===== src/rtl/pong_pkg.sv =====
// Shared pong definitions: game state encoding, detector flag bit indices,
// screen geometry and a small signed helper.
package pong_pkg;

  typedef enum logic [1:0] {
    IDLE,
    PLAY,
    SCORED,
    GAME_OVER
  } state_t;

  // ball_detect_edge bits, active low
  localparam int EDGE_BOTTOM = 0;
  localparam int EDGE_RIGHT  = 1;
  localparam int EDGE_TOP    = 2;
  localparam int EDGE_LEFT   = 3;

  // collision_detect bits
  localparam int COL_R_X        = 0;
  localparam int COL_L_X        = 1;
  localparam int COL_R_Y        = 2;
  localparam int COL_R_TOP_IN   = 3;
  localparam int COL_R_BOT_PAST = 4;
  localparam int COL_L_Y        = 5;
  localparam int COL_L_TOP_IN   = 6;
  localparam int COL_L_BOT_PAST = 7;

  localparam int SCREEN_W = 640;
  localparam int SCREEN_H = 480;

  function automatic logic signed [31:0] abs32(input logic signed [31:0] v);
    return v[31] ? -v : v;
  endfunction

endpackage


===== src/rtl/pong_score_counter.sv =====
// Two saturating 4-bit player scores with a one-cycle score pulse,
// synchronous clear and win detection against WIN_SCORE.
module pong_score_counter #(
  parameter int WIN_SCORE = 9
) (
  input  logic       clk,
  input  logic       rst_n,
  input  logic       clr,
  input  logic       inc_l,
  input  logic       inc_r,
  output logic [3:0] score_l,
  output logic [3:0] score_r,
  output logic [1:0] score_event,
  output logic       win
);

  localparam logic [4:0] WIN_THRESH = 5'(WIN_SCORE);

  always_ff @(posedge clk) begin
    if (!rst_n) begin
      score_l     <= '0;
      score_r     <= '0;
      score_event <= '0;
    end else begin
      score_event <= {inc_r, inc_l};
      if (clr) begin
        score_l <= '0;
        score_r <= '0;
      end else begin
        if (inc_l && (score_l != '1)) score_l <= score_l + 4'd1;
        if (inc_r && (score_r != '1)) score_r <= score_r + 4'd1;
      end
    end
  end

  assign win = ({1'b0, score_l} >= WIN_THRESH) || ({1'b0, score_r} >= WIN_THRESH);

endmodule


===== src/rtl/ball_motion_ctrl.sv =====
// Frame-rate ball controller: serve/play/score/game-over flow, velocity and
// offset ownership. Optional paddle speed-up is enabled by BALL_SPEEDUP_EN.
module ball_motion_ctrl
  import pong_pkg::*;
#(
  parameter int SPEED_X           = 2,
  parameter int SPEED_Y           = 1,
  parameter int MAX_SPEED_X       = 8,
  parameter int SCORE_HOLD_FRAMES = 60,
  parameter int WIN_SCORE         = 9
) (
  input  logic        clk,
  input  logic        rst_n,
  input  logic        frame_tick,
  input  logic        serve,
  input  logic [3:0]  ball_detect_edge,
  input  logic [7:0]  collision_detect,
  output logic [31:0] ball_off_x,
  output logic [31:0] ball_off_y,
  output logic [31:0] ball_vel_x,
  output logic [31:0] ball_vel_y,
  output logic [3:0]  score_L,
  output logic [3:0]  score_R,
  output logic [1:0]  score_event,
  output logic        game_over
);

`ifdef BALL_SPEEDUP_EN
  localparam bit SPEEDUP = 1'b1;
`else
  localparam bit SPEEDUP = 1'b0;
`endif

  localparam int HOLD_W = (SCORE_HOLD_FRAMES > 1) ? $clog2(SCORE_HOLD_FRAMES) : 1;
  localparam logic [HOLD_W-1:0] HOLD_LAST = HOLD_W'(SCORE_HOLD_FRAMES - 1);

  localparam logic signed [31:0] SX         = SPEED_X;
  localparam logic signed [31:0] SY         = SPEED_Y;
  localparam logic signed [31:0] SPEED_CEIL = SPEEDUP ? MAX_SPEED_X : SPEED_X;
  localparam logic signed [31:0] SPEED_STEP = SPEEDUP ? 32'sd1 : 32'sd0;

  state_t state_q, state_d;
  logic   dir_q, dir_d;  // 1: next serve goes toward -x
  logic [HOLD_W-1:0] hold_q, hold_d;
  logic signed [31:0] vel_x_q, vel_x_d, vel_y_q, vel_y_d;
  logic signed [31:0] off_x_q, off_x_d, off_y_q, off_y_d;
  logic signed [31:0] mag, mag_hit;
  logic game_over_q;
  logic right_hit, left_hit, top_above, bot_past;
  logic inc_l, inc_r, clr, win;

  always_comb begin
    state_d = state_q;
    dir_d   = dir_q;
    hold_d  = hold_q;
    vel_x_d = vel_x_q;
    vel_y_d = vel_y_q;
    off_x_d = off_x_q;
    off_y_d = off_y_q;
    inc_l   = 1'b0;
    inc_r   = 1'b0;
    clr     = 1'b0;

    right_hit = collision_detect[COL_R_X] && collision_detect[COL_R_Y]
                && !vel_x_q[31] && (vel_x_q != '0);
    left_hit  = collision_detect[COL_L_X] && collision_detect[COL_L_Y] && vel_x_q[31];
    top_above = (collision_detect[COL_R_Y] && !collision_detect[COL_R_TOP_IN])
             || (collision_detect[COL_L_Y] && !collision_detect[COL_L_TOP_IN]);
    bot_past  = collision_detect[COL_R_BOT_PAST] || collision_detect[COL_L_BOT_PAST];

    mag     = abs32(vel_x_q);
    mag_hit = (mag + SPEED_STEP > SPEED_CEIL) ? SPEED_CEIL : mag + SPEED_STEP;

    unique case (state_q)
      IDLE: begin
        if (serve) begin
          state_d = PLAY;
          vel_x_d = dir_q ? -SX : SX;
          vel_y_d = SY;
          off_x_d = '0;
          off_y_d = '0;
        end
      end
      PLAY: begin
        if (frame_tick) begin
          if (right_hit || left_hit) begin
            vel_x_d = right_hit ? -mag_hit : mag_hit;
            if (top_above)     vel_y_d = -SY;
            else if (bot_past) vel_y_d = SY;
          end else if (!ball_detect_edge[EDGE_LEFT] || !ball_detect_edge[EDGE_RIGHT]) begin
            // left wall checked first; its point goes to R
            if (!ball_detect_edge[EDGE_LEFT]) begin
              inc_r = 1'b1;
              dir_d = 1'b1;
            end else begin
              inc_l = 1'b1;
              dir_d = 1'b0;
            end
            state_d = SCORED;
            hold_d  = '0;
            vel_x_d = '0;
            vel_y_d = '0;
            off_x_d = '0;
            off_y_d = '0;
          end else begin
            if (!ball_detect_edge[EDGE_TOP] && vel_y_q[31])
              vel_y_d = SY;
            else if (!ball_detect_edge[EDGE_BOTTOM] && !vel_y_q[31] && (vel_y_q != '0))
              vel_y_d = -SY;
          end
          if (state_d == PLAY) begin
            off_x_d = off_x_q + vel_x_d;
            off_y_d = off_y_q + vel_y_d;
          end
        end
      end
      SCORED: begin
        if (frame_tick) begin
          if (hold_q == HOLD_LAST) begin
            hold_d  = '0;
            state_d = win ? GAME_OVER : IDLE;
          end else begin
            hold_d = hold_q + 1'b1;
          end
        end
      end
      GAME_OVER: begin
        if (serve) begin
          clr     = 1'b1;
          dir_d   = 1'b0;
          state_d = IDLE;
        end
      end
      default: state_d = IDLE;
    endcase
  end

  always_ff @(posedge clk) begin
    if (!rst_n) begin
      state_q     <= IDLE;
      dir_q       <= 1'b0;
      hold_q      <= '0;
      vel_x_q     <= '0;
      vel_y_q     <= '0;
      off_x_q     <= '0;
      off_y_q     <= '0;
      game_over_q <= 1'b0;
    end else begin
      state_q     <= state_d;
      dir_q       <= dir_d;
      hold_q      <= hold_d;
      vel_x_q     <= vel_x_d;
      vel_y_q     <= vel_y_d;
      off_x_q     <= off_x_d;
      off_y_q     <= off_y_d;
      game_over_q <= (state_d == GAME_OVER);
    end
  end

  pong_score_counter #(
    .WIN_SCORE(WIN_SCORE)
  ) u_score (
    .clk        (clk),
    .rst_n      (rst_n),
    .clr        (clr),
    .inc_l      (inc_l),
    .inc_r      (inc_r),
    .score_l    (score_L),
    .score_r    (score_R),
    .score_event(score_event),
    .win        (win)
  );

  assign ball_off_x = off_x_q;
  assign ball_off_y = off_y_q;
  assign ball_vel_x = vel_x_q;
  assign ball_vel_y = vel_y_q;
  assign game_over  = game_over_q;

endmodule


===== config.mk =====
export PLATFORM = sky130hd
export DESIGN_NAME = ball_motion_ctrl
export DESIGN_NICKNAME = d
export VERILOG_FILES = /design/src/rtl/pong_pkg.sv /design/src/rtl/pong_score_counter.sv /design/src/rtl/ball_motion_ctrl.sv
export SDC_FILE = /design/constraint.sdc
export NUM_CORES = 1
export LEC_CHECK = 0
export BUFFER_PORTS_ARGS = -buffer_cell sky130_fd_sc_hd__buf_2
export CAP_MARGIN = 0
export CORE_UTILIZATION = 45
export CTS_CLUSTER_DIAMETER = 120
export DETAILED_ROUTE_END_ITERATION = 10
export PLACE_DENSITY_LB_ADDON = 0.05
export SETUP_SLACK_MARGIN = 0.1
export SYNTH_ARGS = -nofsm -noshare
export SYNTH_HDL_FRONTEND = slang
export SYNTH_SLANG_ARGS = --single-unit
export TNS_END_PERCENT = 100

===== constraint.sdc =====
create_clock -name clk -period 11.3 [get_ports clk]
set_input_delay 1.13 -clock clk [delete_from_list [all_inputs] [get_ports clk]]
set_output_delay 1.13 -clock clk [all_outputs]
set_load 0.01 [all_outputs]

-- Word-level counts from Yosys, hierarchy flattened
Index checks and enable logic that the tools add are counted.
W data, S select, Z words.
- output and inout bits: 139
- input port bits: 16
- flip-flop bits (word level): 148
- word-level logic and storage cells: 139
- bitwise gates (word level): 1
- magnitude comparators: 3
- reduce and logical (&&, ||, !) cells: 36
- add/subtract/negate cells: 7
- equality and inequality tests: 16
- muxes and demuxes: 65
- operators by type and width (kind ; number):
    $mux W32 ; 27
    $pmux W32 S2 ; 4
    $add A32 B32 Y32 ; 2
    $neg A32 Y32 ; 2
    $reduce_bool A32 Y1 ; 2
    $gt A32 B3 Y1 const B ; 1
    $mux W6 ; 5
    $mux W2 ; 10
    $mux W1 ; 16
    $reduce_and A5 Y1 ; 3
    $logic_and A1 B1 Y1 ; 12
    $ne A2 B2 Y1 const B ; 6
    $pmux W6 S2 ; 1
    $add A4 B1 Y4 const B ; 2
    $ge A4 B4 Y1 const B ; 2
    $logic_not A1 Y1 ; 8
    $ne A4 B4 Y1 const B ; 2
    $pmux W2 S4 ; 1
    $add A6 B1 Y6 const B ; 1
    $eq A2 B2 Y1 const B ; 3
    $eq A6 B6 Y1 const B ; 1
    $ne A3 B3 Y1 const B ; 2
    $reduce_bool A2 Y1 ; 3
    $logic_or A1 B1 Y1 ; 5
    other kinds (6) ; 7

-- Longest topological paths before layout
Gate-level depths: netlist (run 1).
- depth in word-level cells: 13
- depth in mapped cells: 28
- mapped depth without buffers: 28

-- Hierarchy
From an unflattened synthesis (run 1), not the netlist that was laid out.
- cell total of the unflattened synthesis: 1292
- area, all modules: 10274.9 um^2
- modules (own cells, without submodules) (module ; seq. area each (um^2) ; area each (um^2) ; cells each ; instances):
    ball_motion_ctrl ; 2762.6 ; 9754.4 ; 1231 ; 1
    pong_score_counter ; 200.2 ; 520.5 ; 61 ; 1

-- Worst setup path before layout (run 1)
No wires, ideal clock.
- kind: register to register
- start point: reg vel_x_q[2], in the netlist ball_vel_x[2]
- end point: reg off_x_q[31], in the netlist ball_off_x[31]
- setup time: 0.117 ns
- setup slack: 5.183 ns
- period minus slack after synthesis: 6.117 ns
- arrival: 6.001 ns
- path buffers: 2
- required time: 11.183 ns
- stages on the path, launching flop included: 28
- path through: dfxtp_1 -> buf_2 -> or4_1 -> clkbuf_1 -> or4_4 -> o41ai_1 -> nor2_1 -> nor3_1 -> a211oi_1 -> and3_2 -> or2_2 -> and2_1 -> ha_1 -> o21ai_0 -> o22a_1 -> inv_1 -> ha_1 -> a211oi_1 -> o21a_1 -> o31ai_1 -> o31a_1 -> a211oi_1 -> o21a_1 -> o311a_1 -> o31a_1 -> xnor2_1 -> o22ai_1 -> a22o_1
- cells in the longest elaborated chain, start to end: 13
- elaborated cells on any way between the ends: 24
- classes of those cells: add/sub (3); order compare (1); eq/ne (3); mux (13); reduce/logical (4)
- ends and longest elaborated chain (element ; RTL line ; text):
    start: declaration ; ball_motion_ctrl.sv:45 ; logic signed [31:0] vel_x_q, vel_x_d, vel_y_q, vel_y_d;
    start signal: assignment ; ball_motion_ctrl.sv:152 ; vel_x_q <= vel_x_d;
    $neg A32 Y32 ; pong_pkg.sv:32 ; return v[31] ? -v : v;
    $mux W32 ; pong_pkg.sv:32 ;
    $gt A32 B3 Y1 ; ball_motion_ctrl.sv:72 ; mag_hit = (mag + SPEED_STEP > SPEED_CEIL) ? SPEED_CEIL : mag + SPEED_STEP;
    $mux W32 ; ball_motion_ctrl.sv:72 ;
    $neg A32 Y32 ; ball_motion_ctrl.sv:87 ; vel_x_d = right_hit ? -mag_hit : mag_hit;
    $mux W32 ; ball_motion_ctrl.sv:87 ;
    $mux W32 ; ball_motion_ctrl.sv:86 ; if (right_hit || left_hit) begin
    $mux W32 ; ball_motion_ctrl.sv:85 ; if (frame_tick) begin
    $mux W32 ; ball_motion_ctrl.sv:74 ; unique case (state_q)
    $add A32 B32 Y32 ; ball_motion_ctrl.sv:112 ; off_x_d = off_x_q + vel_x_d;
    $mux W32 ; ball_motion_ctrl.sv:111 ; if (state_d == PLAY) begin
    $mux W32 ; ball_motion_ctrl.sv:85 ;
    $pmux W32 S2 ; ball_motion_ctrl.sv:74 ;
    end signal: assignment ; ball_motion_ctrl.sv:145 ; off_x_q <= '0;
    end signal: assignment ; ball_motion_ctrl.sv:154 ; off_x_q <= off_x_d;
    end: declaration ; ball_motion_ctrl.sv:46 ; logic signed [31:0] off_x_q, off_x_d, off_y_q, off_y_d;
Several ways; a longest one is shown, not always the timed one. The select of a mux whose other input is x is not followed.
A chain may end at the register's enable or synchronous reset.

-- Worst setup path after layout (run 1)
Same ends and word-level chain as after synthesis.

==> results.toml, run 1 <==
[status]
run_status = "finished, final reports clean"

[die]
rows = 54
dieHeight_um = 150.7
dieArea_mm2 = 0.02272
die_w_um = 150.7
core_area_mm2 = 0.02176
ios = 155
start_util_pct = 45.74

[sta]
drv_slew = 0
tns_ns = 0
setup_violations = 0
min_period_over_period_pct = 64.65
final_hold_viol_count = 0
rsz0062_at_grt = "no"
finalClockSkew_ns = 0.01157
slew_headroom_pct = 16.04
final.setup.worst_slack_ns = 3.994
worst_pin_slew_ns = 1.251
post-route-min-period_ns = 7.306
max_freq_ghz = 0.1369

[run]
drv_cap = 0

[clocking]
htree_levels = 4
cts_resized = 0
clkSinkCount = 148
cts_tree = "yes"
post_cts.repair.setup_buffers = 0
holdBufCountCts = 0
clock_latency_ns = 0.44
clk_root_buffer_cell = "clkbuf_16"
clockBufferDepth = 2
numCtsBuffers = 17
path_clk_slew_ns = 0.07

[power_and_ir_drop]
p_per_area_mw_per_mm2 = 132.8
ir_worst_vdd_v = 0.00009323
leakage_nw = 5.135
p_total_w = 0.001521

[route]
routed_via_density = 5.939
dr_total_vias = 9960
firstDrtPassIters = 5
drtAntennaViolNets = 0
post_drt_wl_per_cell_um = 18.75
drt-total-wl_um = 31450
drtIter0Drc = 646
drc = 0

[global_routing]
grt_pass1_wl_um = 49020
grt_max_degree = 82
antenna_found_initial = 2
groute.usage.overall_pct = 27.55
grt-ovfl-total = 0
grt_pass1_vias = 9141

[critical_path]
reg2reg_depth = 26
critPathMaxFanout = 14
rrSetupSlack_ns = 3.99
crit_path_end = "ball_off_x[31]$_SDFFE_PN0P_"
crit_arrival_ns = 7.63
cp-start-kind = "register"
crit_start = "ball_vel_x[2]$_SDFFE_PN0P_"
worstReg2RegEnd = "ball_off_x[31]$_SDFFE_PN0P_"
r2r-start = "ball_vel_x[2]$_SDFFE_PN0P_"
worstSetupPathType = "reg -> reg"
end_kind = "register"
cp.required_ns = 11.62

[logic_synthesis]
synth.distinct_cells = 72
synthXorXnorAreaFrac_pct = 5.808
ys_seq_area_share_pct = 29.77
synth_edf_count = 0
synth-compound-area-share_pct = 28.45
syn_area_mm2 = 0.009952
synth_fa_ha_area_share_pct = 10.21
ys_warn_count = 0
synth_mux_area_share_pct = 1.031
syn_nets = 1368
synth-simple-area-share_pct = 20.29
ys_ff_latch = 148
synth_top_family_by_area = "compound AO/OA/AOI/OAI gates"
postSynth.asyncResetShare_pct = 0
syn_inst = 1272
synth_flop_cell = "dfxtp_1"
syn_area_per_cell_um2 = 7.824

[hold_path]
hold_path_class = "reg -> reg"
min_from = "ball_off_x[22]$_SDFFE_PN0P_"

[place]
pre_cts_slack_ns = 4.057
gp_congestion = 1.005
placed_cells = 1643
io_buffers = 154
post-dp-hpwl_um = 22360

[layout]
fin_cells = 1677
final_nets = 1478
final_cell_mix = "161 x nor2_1, 154 x buf_2, 148 x dfxtp_1"
final_common_cell = "nor2_1"
drive_gt1_share_pct = 15.70
synthToLayoutAreaGrowth_pct = 15.10
per-layer routing:
metal	wire length [um]	GRT usage, %
met5	0	0
met3	2254	6.606
met2	13360	40.78
met4	675	9.250
met1	15160	38.77
flip-flops by register name, indices dropped and copies added, names as in the netlist:
| name | count |
|---|---|
| u_score.score_l | 4 |
| hold_q | 6 |
| ball_vel_y | 32 |
| ball_vel_x | 32 |
| u_score.score_event | 2 |
| game_over | 1 |
| ball_off_y | 32 |
| u_score.score_r | 4 |
| ball_off_x | 32 |
| state_q | 2 |
| dir_q | 1 |
stage by stage:
stage / instance area (um2) / hold slack [ns] / util [%]
global placement: 10880 / 0.4758 / 49.99
global route: 11450 / 0.5184 / 52.65
floorplan: 9952 / 0.4700 / -
CTS: 11450 / 0.4919 / 52.63
detailed placement: 10880 / 0.4820 / 49.99
finish: 11450 / 0.4911 / 52.65
worst min-delay path by stage:
stage                                  end  slack (ns)  cells past startpoint
6_report       ball_off_x[22]$_SDFFE_PN0P_        0.49                      2
5_1_grt         ball_off_y[4]$_SDFFE_PN0P_        0.52                      2
4_1_cts         ball_off_y[4]$_SDFFE_PN0P_        0.49                      2
3_5_place_dp    ball_off_y[4]$_SDFFE_PN0P_        0.48                      2
3_3_place_gp    ball_off_y[4]$_SDFFE_PN0P_        0.48                      2
2_1_floorplan           dir_q$_SDFFE_PN0P_        0.47                      2
logic make-up (layout without fill, tap and decap cells):
logic type                 count (synthesis)  count (layout)
muxes                                     10              10
and+or+nand+nor                          427             427
AOI/OAI and AO/OA                        428             428
buffers and inverters                    113             236
adders and majority gates                 80              80
DFF                                      148             148
other                                      0               2
xor gates and xnor gates                  66              66
final cells by class:
cell class / instances / area [um2]
diodes: 2 / 5.005
repair buffers: 166 / 860.8
multi-input cells: 1011 / 6559
inverters: 38 / 143.9
flip-flops and latches: 148 / 2963
fillers: 2182 / 10300
well taps: 280 / 350.3
clock buffers: 18 / 429.2
clock inverters: 14 / 143.9
cells in the mapped netlist (8+ instances only):
library cell  number  area (um2)
a211oi_1          10       75.07
a21o_1            20       150.1
a21oi_1          114       570.6
a22oi_1           73       548.0
a31oi_1           15       93.84
and3_1            10       62.56
clkbuf_1          66       247.7
dfxtp_1          148        2963
ha_1              78       975.9
inv_1             38       142.6
mux2i_1            8       80.08
nand2_1           98       367.9
nand2b_1          15       93.84
nand3_1           11       55.05
nand4_1           14       87.58
nor2_1           162       608.1
nor2b_1            8       50.05
nor3_1            35       175.2
nor4_1            23       143.9
o211ai_1          10       75.07
o21a_1            46       345.3
o21ai_0           65       325.3
o21bai_1           9       67.56
or3_1             10       62.56
xnor2_1           41       359.1
xor2_1            25       219.0
critical path, cell delays in order (launching register included):
cell	delay, ns
dfxtp_1	0.43
or4_1	0.67
or4_4	0.51
o41ai_1	0.53
o211ai_1	0.15
o21ai_0	0.11
a2111oi_0	0.10
and3_2	0.24
or2_2	0.29
and2_1	0.15
ha_1	0.18
o21ai_0	0.15
a21oi_1	0.12
nor2_1	0.67
o21a_1	0.27
ha_1	0.27
o21a_1	0.19
o21ai_0	0.21
o31ai_1	0.14
o31a_1	0.29
a211oi_1	0.50
o21a_1	0.22
o311a_1	0.21
o31a_1	0.16
xnor2_1	0.14
o22ai_1	0.09
a22o_1	0.21
power breakdown:
group / switching [W] / internal, W / leakage [nW]
Combinational: 0.000254 / 0.000139 / 3.67
Sequential: 0.0000207 / 0.000533 / 1.19
Clock: 0.000263 / 0.000311 / 0.269
Total: 0.000538 / 0.000983 / 5.13
No activity file was read; power rests on OpenSTA's default activity.
==> inputs of run 2 (changes only) <==
clock period = 6.32 ns   (was 11.3 ns; I/O delays follow)
==> run 2 against run 1 <==
Clock skew increased by 0.0050 ns. Largest power group unchanged. Clock power increased by 79%. Setup slack got worse by 3.7 ns. Register-to-register slack got worse by 3.7 ns. Global-route usage increased by 1.7 points. Via count increased by 4.0%. Total power increased by 87%. Combinational power increased by 110%. Fmax increased by 21%. Die area unchanged.
==> results.toml, run 2 (synthesis gave the netlist of run 1 again) <==
[status]
run_status = "finished, final reports clean"

[critical_path]
critPathMaxFanout = 10
worstSetupPathType = "reg -> reg"
cp-start-kind = "register"
end_kind = "register"
cp.required_ns = 6.64
crit_arrival_ns = 6.38

[layout]
final_cell_mix = "158 x nor2_1, 154 x buf_2, 147 x dfxtp_1"
synthToLayoutAreaGrowth_pct = 23.18
fin_cells = 1749
final_common_cell = "nor2_1"
final_nets = 1551
drive_gt1_share_pct = 22.28

[hold_path]
hold_path_class = "reg -> reg"

[sta]
rsz0062_at_grt = "no"
worst_pin_slew_ns = 1.089
tns_ns = 0
slew_headroom_pct = 26.60
final_hold_viol_count = 0
drv_slew = 0
max_freq_ghz = 0.1650
setup_violations = 0
post-route-min-period_ns = 6.062
finalClockSkew_ns = 0.01657
min_period_over_period_pct = 95.92

[die]
ios = 155
dieArea_mm2 = 0.02272
rows = 54
dieHeight_um = 150.7
die_w_um = 150.7
start_util_pct = 45.74
core_area_mm2 = 0.02176

[route]
drtAntennaViolNets = 0
drtIter0Drc = 751
firstDrtPassIters = 7
routed_via_density = 5.920
drc = 0
post_drt_wl_per_cell_um = 19.26
drt-total-wl_um = 33690
dr_total_vias = 10350

[clocking]
holdBufCountCts = 0
cts_tree = "yes"
path_clk_slew_ns = 0.07
clk_root_buffer_cell = "clkbuf_16"
clockBufferDepth = 2
clock_latency_ns = 0.43
numCtsBuffers = 17
clkSinkCount = 148
htree_levels = 4

[global_routing]
grt_pass1_vias = 9129
grt-ovfl-total = 0
grt_max_degree = 83
grt_pass1_wl_um = 50960
antenna_found_initial = 1
groute.usage.overall_pct = 29.25

[place]
io_buffers = 154
placed_cells = 1712
post-dp-hpwl_um = 24510
gp_congestion = 0.9731

[run]
drv_cap = 0

[power_and_ir_drop]
swShare_pct = 35.29
leakage_nw = 5.570
seqPwrFrac_pct = 34.3
ir_worst_vdd_v = 0.0001422
p_switching_w = 0.001006
p_comb_share_pct = 29.5
p_int_w = 0.001844
clkPwrFrac_pct = 36.2
p_per_area_mw_per_mm2 = 232.4
[run 2: changes by cell type in the layout (fill, tap and decap cells not counted), moves of 3 or more]
cell | previous run | this run
nor4_2 | 0 | 3
nor2_2 | 0 | 3
o21ai_0 | 65 | 60
a211oi_1 | 10 | 6
nor4_1 | 23 | 20
buf_4 | 12 | 84
a211oi_2 | 0 | 4
nand2_1 | 98 | 95
ha_1 | 78 | 74
nand2_2 | 0 | 3
nor3_1 | 35 | 32
nor2_1 | 161 | 158
o21ai_1 | 1 | 5
ha_4 | 0 | 4
[run 2: critical path, stage by stage (launching register included)]
cell and delay [ns]:
dfxtp_2 0.32, or4_4 0.55, or4_4 0.62, mux2_4 0.32
a311oi_1 0.21, nand4_1 0.15, nor4_2 0.17, and3_4 0.24
or2_4 0.12, and2_4 0.12, ha_1 0.14, o21ai_1 0.08
a21oi_2 0.22, nor2_2 0.10, buf_4 0.14, buf_4 0.17
o21a_1 0.17, ha_1 0.33, a21o_1 0.12, a21oi_1 0.06
nor2b_1 0.15, a211oi_2 0.07, o21a_1 0.22, o311a_1 0.32
o31a_1 0.34, xnor2_2 0.18, o22ai_1 0.09, a22o_1 0.23
[run 2: power by group through the flow]
stage	Combinational [W]	Sequential (W)	Clock, W
6_report	0.000839	0.000978	0.00103
5_1_grt	0.000910	0.000981	0.00110
4_1_cts	0.000785	0.000977	0.00105
3_5_place_dp	0.000777	0.000998	0
3_3_place_gp	0.000782	0.000998	0
2_1_floorplan	0.000514	0.00100	0
[run 2: routing by layer]
metal	routed length, um	GRT usage, %
met5	0	0
met4	565	8.650
met3	2526	6.515
met2	14810	43.66
met1	15790	41.65
[run 2: final timing paths]
check,start,end,slack (ns),cells past startpoint
hold reg to reg,ball_off_x[24]$_SDFFE_PN0P_,ball_off_x[24]$_SDFFE_PN0P_,0.49,2
setup / recovery,ball_vel_x[8]$_SDFFE_PN0P_,ball_off_x[31]$_SDFFE_PN0P_,0.26,27
hold / removal,ball_off_x[24]$_SDFFE_PN0P_,ball_off_x[24]$_SDFFE_PN0P_,0.49,2
setup reg to reg,ball_vel_x[8]$_SDFFE_PN0P_,ball_off_x[31]$_SDFFE_PN0P_,0.26,27
[run 2: metrics by stage]
step                area (um2)  util [%]  hold WS (ns)  power [W]  worst slack (ns)
floorplan                 9952         -        0.4700   0.001515            0.2026
finish                   12260     56.35        0.4871   0.002850            0.2578
CTS                      12020     55.23        0.4879   0.002812            0.1089
detailed placement       11410     52.44        0.4762   0.001775           0.04350
global placement         11410     52.44        0.4693   0.001779            0.1949
global route             12260     56.35        0.5087   0.002987           0.05615
[run 2: repair_timing]
item	4_1_cts	5_1_grt
pin swaps	0	26
setup buffers	0	4
setup endpoints to repair	1	17
gates cloned	0	0
resized for setup	5	45
[run 2: cell type report]
| class | count | area, um2 |
|---|---|---|
| antenna | 1 | 2.502 |
| clock buffer | 17 | 425.4 |
| clock inverter | 15 | 157.7 |
| fill | 2124 | 9497 |
| inverter | 38 | 143.9 |
| multi-input combinational | 1011 | 6794 |
| sequential | 148 | 2964 |
| tap | 280 | 350.3 |
| timing repair buffer | 239 | 1421 |
